[config.mk]
export PLATFORM = sky130hd
export DESIGN_NAME = fpu_comp_stream
export DESIGN_NICKNAME = d
export VERILOG_FILES = /design/src/rtl/fpu_pkg.sv /design/src/rtl/fpu_comp_core.sv /design/src/rtl/fpu_comp_stream.sv
export SDC_FILE = /design/constraint.sdc
export NUM_CORES = 1
export LEC_CHECK = 0
export BUFFER_PORTS_ARGS = -buffer_cell sky130_fd_sc_hd__buf_4
export CAP_MARGIN = 20
export CORE_UTILIZATION = 35
export CTS_CLUSTER_DIAMETER = 40
export DETAILED_ROUTE_END_ITERATION = 7
export PLACE_DENSITY = 0.58
export SYNTH_ARGS = -nofsm -noshare
export SYNTH_HDL_FRONTEND = slang
export SYNTH_HIERARCHICAL = 1
export SYNTH_SLANG_ARGS = --single-unit
[constraint.sdc]
create_clock -name clock -period 8.35 [get_ports clock]
set_input_delay 0.835 -clock clock [delete_from_list [all_inputs] [get_ports clock]]
set_output_delay 0.835 -clock clock [all_outputs]
set_load 0.02 [all_outputs]
[src/rtl/fpu_pkg.sv]
// Shared FPU types: fp16 word, comparator op codes, comparison flags,
// comparator FSM states and the canonical quiet-NaN builder.
package fpu_pkg;

  typedef logic [15:0] fp16_t;

  typedef enum logic [1:0] {
    OP_CMP  = 2'd0,
    OP_MIN  = 2'd1,
    OP_MAX  = 2'd2,
    OP_RSVD = 2'd3
  } fp_op_e;

  typedef struct packed {
    logic lt;
    logic eq;
    logic gt;
    logic unord;
  } comp_flags_t;

  typedef enum logic {
    ST_IDLE  = 1'b0,
    ST_ACCUM = 1'b1
  } comp_state_e;

  // Sign 0, exponent all-ones, mantissa MSB only; callers slice to their width.
  function automatic logic [127:0] canon_qnan(input int exp_w, input int man_w);
    logic [127:0] v;
    v = (((128'd1 << exp_w) - 128'd1) << man_w) | (128'd1 << (man_w - 1));
    return v;
  endfunction

endpackage

[src/rtl/fpu_comp_core.sv]
// Combinational sign-magnitude comparator with MIN/MAX select.
// NaN-aware ordering is built only when FPU_COMP_NAN_EN is defined.
module fpu_comp_core
  import fpu_pkg::*;
#(
  parameter int EXP_W = 5,
  parameter int MAN_W = 10,
  localparam int FP_W = 1 + EXP_W + MAN_W
) (
  input  logic [FP_W-1:0] a,
  input  logic [FP_W-1:0] b,
  input  fp_op_e          op,
  output logic [FP_W-1:0] res,
  output comp_flags_t     flags
);

  logic            sign_a, sign_b;
  logic [FP_W-2:0] mag_a, mag_b;
  logic            mag_lt, both_zero;
  logic            nan_a, nan_b;

  assign sign_a    = a[FP_W-1];
  assign sign_b    = b[FP_W-1];
  assign mag_a     = a[FP_W-2:0];
  assign mag_b     = b[FP_W-2:0];
  assign mag_lt    = mag_a < mag_b;
  assign both_zero = (mag_a == '0) && (mag_b == '0);

`ifdef FPU_COMP_NAN_EN
  localparam logic [FP_W-1:0] QNAN = FP_W'(canon_qnan(EXP_W, MAN_W));
  assign nan_a = (&a[FP_W-2:MAN_W]) && (|a[MAN_W-1:0]);
  assign nan_b = (&b[FP_W-2:MAN_W]) && (|b[MAN_W-1:0]);
`else
  assign nan_a = 1'b0;
  assign nan_b = 1'b0;
`endif

  always_comb begin
    flags = '0;
    if (nan_a || nan_b) begin
      flags.unord = 1'b1;
    end else if (both_zero || (a == b)) begin
      flags.eq = 1'b1;
    end else if (sign_a != sign_b) begin
      flags.lt = sign_a;
      flags.gt = sign_b;
    end else if (!sign_a) begin
      flags.lt = mag_lt;
      flags.gt = !mag_lt;
    end else begin
      // Both negative: the larger magnitude is the smaller value.
      flags.lt = !mag_lt;
      flags.gt = mag_lt;
    end
  end

  always_comb begin
    res = a;
    case (op)
      OP_MIN:  res = flags.gt ? b : a;
      OP_MAX:  res = flags.lt ? b : a;
      default: res = a;
    endcase
`ifdef FPU_COMP_NAN_EN
    if (op == OP_MIN || op == OP_MAX) begin
      if (nan_a && nan_b) res = QNAN;
      else if (nan_a)     res = b;
      else if (nan_b)     res = a;
    end
`endif
  end

endmodule

[src/rtl/fpu_comp_stream.sv]
// Handshaked FP comparator / min-max reducer, one result per packet.
// Optional NaN handling via FPU_COMP_NAN_EN (see fpu_comp_core).
module fpu_comp_stream
  import fpu_pkg::*;
#(
  parameter int EXP_W = 5,
  parameter int MAN_W = 10,
  parameter int CNT_W = 8,
  localparam int FP_W = 1 + EXP_W + MAN_W
) (
  input  logic             clock,
  input  logic             reset,
  input  logic             inValid,
  output logic             inReady,
  input  logic [FP_W-1:0]  inA,
  input  logic [FP_W-1:0]  inB,
  input  logic [1:0]       inOp,
  input  logic             inReduce,
  input  logic             inLast,
  output logic             outValid,
  input  logic             outReady,
  output logic [FP_W-1:0]  outResult,
  output logic             lt,
  output logic             eq,
  output logic             gt,
  output logic             unord,
  output logic [CNT_W-1:0] outCount,
  output logic             dbgState
);

  // Handshake: a transfer happens on a rising edge where valid && ready.
  // inReady = !outValid || outReady, so a beat is only taken when the output
  // register is free or being drained in the same cycle; outValid is purely
  // registered and never combinational from inValid.

  comp_state_e      state, state_d;
  logic [FP_W-1:0]  acc;
  logic [CNT_W-1:0] cnt, cnt_inc;
  fp_op_e           op_q;
  comp_flags_t      flags_q;

  logic [FP_W-1:0]  core_a, core_b, core_res;
  fp_op_e           core_op, in_op;
  comp_flags_t      core_flags;
  logic             accept, out_fire, start_reduce;

  assign in_op        = fp_op_e'(inOp);
  assign inReady      = !outValid || outReady;
  assign accept       = inValid && inReady;
  assign out_fire     = outValid && outReady;
  assign start_reduce = inReduce && !inLast && (in_op == OP_MIN || in_op == OP_MAX);
  assign cnt_inc      = (&cnt) ? cnt : cnt + 1'b1;

  assign core_a  = (state == ST_ACCUM) ? acc  : inA;
  assign core_b  = (state == ST_ACCUM) ? inA  : inB;
  assign core_op = (state == ST_ACCUM) ? op_q : in_op;

  fpu_comp_core #(.EXP_W(EXP_W), .MAN_W(MAN_W)) u_core (
    .a     (core_a),
    .b     (core_b),
    .op    (core_op),
    .res   (core_res),
    .flags (core_flags)
  );

  always_comb begin
    state_d = state;
    case (state)
      ST_IDLE:  if (accept && start_reduce) state_d = ST_ACCUM;
      ST_ACCUM: if (accept && inLast)       state_d = ST_IDLE;
      default:  state_d = ST_IDLE;
    endcase
  end

  always_ff @(posedge clock) begin
    if (reset) begin
      state     <= ST_IDLE;
      acc       <= '0;
      cnt       <= '0;
      op_q      <= OP_CMP;
      outValid  <= 1'b0;
      outResult <= '0;
      flags_q   <= '0;
      outCount  <= '0;
    end else begin
      state <= state_d;
      if (out_fire) outValid <= 1'b0;
      if (accept) begin
        if (state == ST_IDLE) begin
          if (start_reduce) begin
            acc  <= core_res;
            cnt  <= CNT_W'(1);
            op_q <= in_op;
          end else begin
            outValid  <= 1'b1;
            outResult <= core_res;
            flags_q   <= core_flags;
            outCount  <= CNT_W'(1);
          end
        end else begin
          acc <= core_res;
          cnt <= cnt_inc;
          if (inLast) begin
            outValid  <= 1'b1;
            outResult <= core_res;
            flags_q   <= core_flags;
            outCount  <= cnt_inc;
          end
        end
      end
    end
  end

  assign lt       = flags_q.lt;
  assign eq       = flags_q.eq;
  assign gt       = flags_q.gt;
  assign unord    = flags_q.unord;
  assign dbgState = state;

endmodule

==> impl_metrics.json, run 1 <==
{
  "status": "completed",
  "slew_headroom_pct": 32.93,
  "yosysWarnings": 6,
  "hold_path_class": "reg2reg",
  "synth_nets": 473,
  "synth_top_flop_cell": "dfxtp_1",
  "cts_tree": "yes",
  "clk_latency_ns": 0.32,
  "antenna_found_initial": 0,
  "htreeDepth": 2,
  "crit_path_end_kind": "flop",
  "finalWirelength_mm": 9.991,
  "grt-ovfl-total": 0,
  "drive_gt1_share_pct": 27.47,
  "layout_setup_ws_ns": 4.538,
  "vias": 3393,
  "dr.pass1.iters": 5,
  "skew_ns": 0.005744,
  "seq_area_frac_synth_pct": 31.78,
  "cap_violations": 0,
  "final_cell_mix": "buf_4 (70), dfxtp_1 (55), nand2_1 (51)",
  "gp_congestion": 0.9460,
  "wl_per_cell_um": 16.68,
  "switching_share_pct": 32.85,
  "hpwl_mm": 7.014,
  "die_y_um": 102.4,
  "root_buffer": "clkbuf_8",
  "final_nets": 523,
  "worstSetupPathType": "reg2reg",
  "cp.arrival_ns": 4.06,
  "ys_ff_latch": 56,
  "grt_pass1_vias": 3150,
  "postCtsHoldBufs": 0,
  "power_switching_uw": 205.2,
  "rsz0062_at_grt": "false",
  "p_comb_share_pct": 28.3,
  "setup_tns_ns": 0,
  "syn2layout_area_growth_pct": 18.48,
  "required_ns": 8.60,
  "synth-xor-area-share_pct": 1.206,
  "fin_cells": 599,
  "drc_errors": 0,
  "timing.final.crit_share_pct": 45.65,
  "synth-adder-area-share_pct": 6.385,
  "p_per_area_nw_per_um2": 149.5,
  "power_frac_clock_pct": 26.1,
  "grt_first_pass_wirelength_mm": 15.73,
  "cts_buffer_depth": 2,
  "tightest_slew_ns": 1.006,
  "cts.clk_slew.worst_paths_ns": 0.10,
  "synth_cells": 415,
  "yosys.area_share.simple_pct": 17.28,
  "fin_util_pct": 42.75,
  "hold_viol_final": 0,
  "async_flop_share_pct": 0,
  "p_seq_share_pct": 45.7,
  "num_antenna_cells": 0,
  "synth-edff-count": 0,
  "viasPerCell": 5.664,
  "path_max_fanout": 41,
  "syn_area_per_cell_sq_um": 8.499,
  "rows": 36,
  "drt_iter0_markers": 237,
  "cts_buffers": 5,
  "setup_viol": 0,
  "ys_types": 54,
  "cellLeakagePower_uw": 0.001593,
  "track_usage_pct": 19.56,
  "start_util_pct": 36.09,
  "synth_area_sq_um": 3527,
  "dp.cells": 590,
  "coreArea_sq_um": 9774,
  "io_buffer_count": 70,
  "synth_mux_area_share_pct": 12.91,
  "io-pin-count": 71,
  "intPower_uw": 419.4,
  "detail-route-antenna-nets": 0,
  "die_area_sq_um": 10480,
  "die_w_um": 102.4,
  "synth_top_family_by_area": "compound AO/OA/AOI/OAI gates",
  "irDropWorstVdd_mv": 0.07242,
  "final_common_cell": "buf_4",
  "post_cts_buffers": 0,
  "post-route-min-period_ns": 3.812,
  "cts_resized": 0,
  "cts_sinks": 56,
  "cp-start-kind": "flop",
  "place_ws_ns": 4.220,
  "max_freq_mhz": 262.4,
  "slew_viol_final": 0,
  "synth_compound_area_share_pct": 23.41,
  "grt_max_degree": 54
}
-- cells in the mapped netlist, types with 3 or more instances --
master / instances / share of area [%]
buf_2: 9 / 1.3
o21ai_0: 25 / 3.5
o2bb2ai_1: 4 / 0.99
nor4_1: 8 / 1.4
nand2b_1: 3 / 0.53
inv_1: 23 / 2.4
a21oi_1: 48 / 6.8
a31oi_1: 4 / 0.71
buf_4: 7 / 1.5
clkbuf_1: 10 / 1.1
xor2_1: 3 / 0.75
nand3_1: 23 / 3.3
ha_1: 18 / 6.4
mux2_2: 35 / 11
and2_1: 3 / 0.53
dfxtp_1: 56 / 32
a211oi_1: 5 / 1.1
nand4_1: 10 / 1.8
nor2_1: 11 / 1.2
nand2_1: 51 / 5.4
o32ai_1: 3 / 0.75
a32o_1: 15 / 4.3
-- critical path: stages (launching register included) --
cell	delay, ns
dfxtp_2	0.50
buf_12	0.27
mux2_2	0.39
ha_1	0.34
a21oi_2	0.15
a21oi_1	0.07
o31a_1	0.28
nor3_2	0.17
mux2i_2	0.45
mux2i_4	0.57
a32o_1	0.28
nand3_1	0.10
a21oi_1	0.18
-- per-stage QoR --
stage | area [sq um] | hold slack, ns | power [uW]
after detailed placement | 4063 | 0.4467 | 465.7
after global placement | 4063 | 0.4453 | 464.1
after CTS | 4159 | 0.4633 | 630.3
after global routing | 4179 | 0.4851 | 659.2
after floorplan | 3527 | 0.4502 | 412.9
final | 4179 | 0.4615 | 624.6
-- power groups by stage --
stage	logic [uW]	clock network, uW	registers [uW]
3_3_place_gp	171	0	293
3_5_place_dp	172	0	294
2_1_floorplan	113	0	300
6_report	177	163	285
4_1_cts	173	170	288
5_1_grt	192	180	287
-- path summary, 6_finish.rpt --
check	start	to	slack, ns	cells past startpoint
setup / recovery	dbgState$_SDFF_PP0_	acc[10]$_SDFFE_PP0P_	4.54	12
hold / removal	outResult[4]$_SDFFE_PP0P_	outResult[4]$_SDFFE_PP0P_	0.46	2
setup reg to reg	dbgState$_SDFF_PP0_	acc[10]$_SDFFE_PP0P_	4.54	12
hold reg to reg	outResult[4]$_SDFFE_PP0P_	outResult[4]$_SDFFE_PP0P_	0.46	2
-- layout make-up --
cell class                 instances  area, sq um
timing repair buffer              71        545.5
multi-input combinational        308         2162
tap                              133        166.4
sequential                        56         1122
fill                             984         5595
clock inverter                     2        13.76
inverter                          23        86.33
clock buffer                       6        82.58
-- metal layers --
metal | global-route usage, % | part of all wire [%]
met1 | 26.83 | 48
met5 | 0 | 0
met3 | 3.146 | 6.0
met2 | 31.44 | 44
met4 | 5.934 | 1.8
-- sequential cells by signal, summed over array words and instances (netlist names) --
name and cells:
outValid 1, outResult 16, outCount 8, cnt 8
gt 1, eq 1, unord 1, op_q 2
dbgState 1, lt 1, acc 16
-- kinds of logic (layout without fill, tap and decap cells) --
kind of cell / Yosys count / count (layout)
compound gates: 122 / 122
mux: 39 / 39
other cells: 1 / 1
simple gates: 124 / 124
xor+xnor: 4 / 4
flops: 56 / 56
fa+ha+maj: 18 / 18
buf+inv: 51 / 102
(Power assumes the default switching activity.)
==> run 2: changes to the inputs <==
--- a/config.mk
+++ b/config.mk
@@ -10,7 +10,7 @@
 export CORE_UTILIZATION = 35
 export CTS_CLUSTER_DIAMETER = 40
 export DETAILED_ROUTE_END_ITERATION = 7
-export PLACE_DENSITY = 0.58
+export PLACE_DENSITY = 0.6
 export SYNTH_ARGS = -nofsm -noshare
 export SYNTH_HDL_FRONTEND = slang
 export SYNTH_HIERARCHICAL = 1
==> constraint.sdc (replaced) <==
create_clock -name clock -period 3.3 [get_ports clock]
set_input_delay 0.33 -clock clock [delete_from_list [all_inputs] [get_ports clock]]
set_output_delay 0.33 -clock clock [all_outputs]
set_load 0.02 [all_outputs]
==> run 2 against run 1 <==
  * Wire length up 12%
  * Die area unchanged
  * First-iteration DRC count up 4.6%
  * The flow now finishes with violations (setup timing)
  * Design area up 9.6%
  * Non-clock buffer count up 17
  * Register-to-register slack worse by 4.6 ns
  * Largest cell class unchanged
  * Clock-buffer cell count down 1
  * Sequential cell count unchanged
  * Setup slack worse by 4.6 ns
  * Sequential power rose to 2.5 times the previous value
  * Global-route usage up 0.91 points
==> impl_metrics.json, run 2 (synthesized netlist as in run 1, its figures left out) <==
{
  "whs_path_depth": 2,
  "num_antenna_cells": 0,
  "htreeDepth": 2,
  "die_area_sq_um": 10480,
  "cap_violations": 0,
  "viasPerCell": 5.747,
  "die_w_um": 102.4,
  "slew_headroom_pct": 46.22,
  "violations": "setup timing",
  "io_buffer_count": 70,
  "clk_latency_ns": 0.32,
  "drive_gt1_share_pct": 35.95,
  "gp_congestion": 0.9197,
  "final_nets": 541,
  "cts_buffers": 5,
  "r2r-end": "acc[11]$_SDFFE_PP0P_",
  "whs_endpoint": "outCount[0]$_SDFFE_PP0P_",
  "power_frac_clock_pct": 24.0,
  "dpl_cell_area_sq_um": 4173,
  "dr.pass1.iters": 5,
  "wl_per_cell_um": 18.08,
  "detail-route-antenna-nets": 0,
  "max_freq_mhz": 300.2,
  "worstHoldStart": "inLast",
  "io-pin-count": 71,
  "timing.final.crit_share_pct": 100.9,
  "rows": 36,
  "setup_viol": 6,
  "rr_worst_depth": 15,
  "cellLeakagePower_uw": 0.001792,
  "die_y_um": 102.4,
  "power_switching_uw": 571.8,
  "antenna_found_initial": 0,
  "skew_ns": 0.01091,
  "cts_sinks": 56,
  "dp.cells": 601,
  "crit_family": "multiplexers",
  "coreArea_sq_um": 9774,
  "drt_iter0_markers": 248,
  "slew_viol_final": 0,
  "postCtsHoldBufs": 0,
  "grt_pass1_vias": 3342,
  "hold_viol_final": 0,
  "syn2layout_area_growth_pct": 29.83,
  "cts_buffer_depth": 2,
  "cp.arrival_ns": 3.59,
  "cts_tree": "yes",
  "final_area_sq_um": 4579,
  "post-route-min-period_ns": 3.331,
  "switching_share_pct": 33.99,
  "required_ns": 3.56,
  "place_ws_ns": -0.07582,
  "p_seq_share_pct": 43.0,
  "intPower_uw": 1111,
  "r2r_start": "dbgState$_SDFF_PP0_",
  "finalWirelength_mm": 11.15,
  "crit_slowest_cell": "dfxtp_4",
  "p_comb_share_pct": 33.1,
  "irDropWorstVdd_mv": 0.2133,
  "cts.clk_slew.worst_paths_ns": 0.11,
  "hpwl_mm": 7.436,
  "drc_errors": 0,
  "grt-ovfl-total": 0,
  "crit_path_end_kind": "flop",
  "grt_max_degree": 51,
  "cp_num_buf_inv": 4,
  "fin_cells": 617,
  "hold_path_class": "in2reg",
  "track_usage_pct": 20.47,
  "status": "finished with violations",
  "top_regs": "acc: 16 flops, outResult: 16 flops",
  "start_util_pct": 36.09,
  "p_per_area_nw_per_um2": 367.4,
  "final_common_cell": "buf_4",
  "final_cell_mix": "buf_4 (82), dfxtp_1 (55), nand2_1 (51)",
  "rsz0062_at_grt": "true",
  "path_max_fanout": 9,
  "slowest_delay_ns": 0.39,
  "tightest_slew_ns": 0.8064,
  "vias": 3546,
  "worstSetupPathType": "reg2reg",
  "r2r_slack_ns": -0.03,
  "cp_cell_sequence": "buf_12 -> mux2_4 -> inv_2 -> ha_4 -> a211oi_2 -> nor2_1 -> o31a_1 -> nor3_2 -> mux2i_2 -> buf_6 -> mux2i_4 -> clkbuf_16 -> a32o_2 -> nand3_1 -> a21oi_1",
  "root_buffer": "clkbuf_8",
  "grt_first_pass_wirelength_mm": 16.54,
  "layout_setup_ws_ns": -0.03101,
  "cp-start-kind": "flop"
}
-- run 2: changes by cell type in the layout (fill, tap and decap cells not counted), sizes merged --
cell	previous run	this run
clkinv	1	2
buf	71	87
mux2	36	37
-- run 2: worst register-to-register path: cells and delay by family (launching register included) --
family / cells / cell delay, ns
buf+inv: 4 / 0.56
fa+ha+maj: 1 / 0.19
flops: 1 / 0.39
compound gates: 4 / 0.79
mux: 3 / 0.90
simple gates: 3 / 0.44
-- run 2: metal layers --
layer,track usage (%),part of all wire (%),up-vias
met5,0,0,-
met4,6.813,1.9,0
met3,2.668,7.2,18
met2,32.78,46,149
met1,28.35,45,1709
li1,-,-,1670
-- run 2: worst max-delay path by stage --
stage,to,from,depth (start not counted),slack (ns)
after detailed placement,acc[5]$_SDFFE_PP0P_,dbgState$_SDFF_PP0_,12,-0.08
final,acc[11]$_SDFFE_PP0P_,dbgState$_SDFF_PP0_,15,-0.03
after CTS,acc[5]$_SDFFE_PP0P_,dbgState$_SDFF_PP0_,14,0.04
after global placement,acc[5]$_SDFFE_PP0P_,dbgState$_SDFF_PP0_,12,-0.002
after floorplan,acc[2]$_SDFFE_PP0P_,dbgState$_SDFF_PP0_,14,0.02
after global routing,acc[11]$_SDFFE_PP0P_,dbgState$_SDFF_PP0_,15,-0.17
-- run 2: cell type report --
class | instances | area (sq um)
flip-flops and latches | 56 | 1125
clock inverters | 3 | 22.52
fillers | 981 | 5195
multi-input cells | 309 | 2392
well taps | 133 | 166.4
clock buffers | 5 | 68.82
repair buffers | 88 | 718.2
inverters | 23 | 86.33
-- run 2: power by group through the flow --
stage	clock, uW	combinational (uW)	sequential, uW
after floorplan	0	291	757
after global placement	0	459	740
after detailed placement	0	468	741
after CTS	412	479	723
after global routing	436	595	727
final	403	556	723
-- run 2: per-stage QoR --
step / hold WS [ns] / power, uW / setup TNS (ns) / util [%]
finish: 0.2664 / 1683 / -0.07276 / 46.85
global route: 0.2774 / 1758 / -2.725 / 46.85
CTS: 0.2613 / 1613 / 0 / 44.06
detailed placement: 0.4502 / 1208 / -0.5982 / 42.69
global placement: 0.4459 / 1199 / -0.002450 / 42.69
floorplan: 0.4502 / 1048 / 0 / -
-- run 2: what timing repair did --
| action | CTS | global route |
|---|---|---|
| setup endpoints to repair | 30 | 30 |
| buffers inserted | 4 | 2 |
| gates cloned | 0 | 2 |
| gates resized for setup | 0 | 49 |
| pin swaps | 0 | 6 |
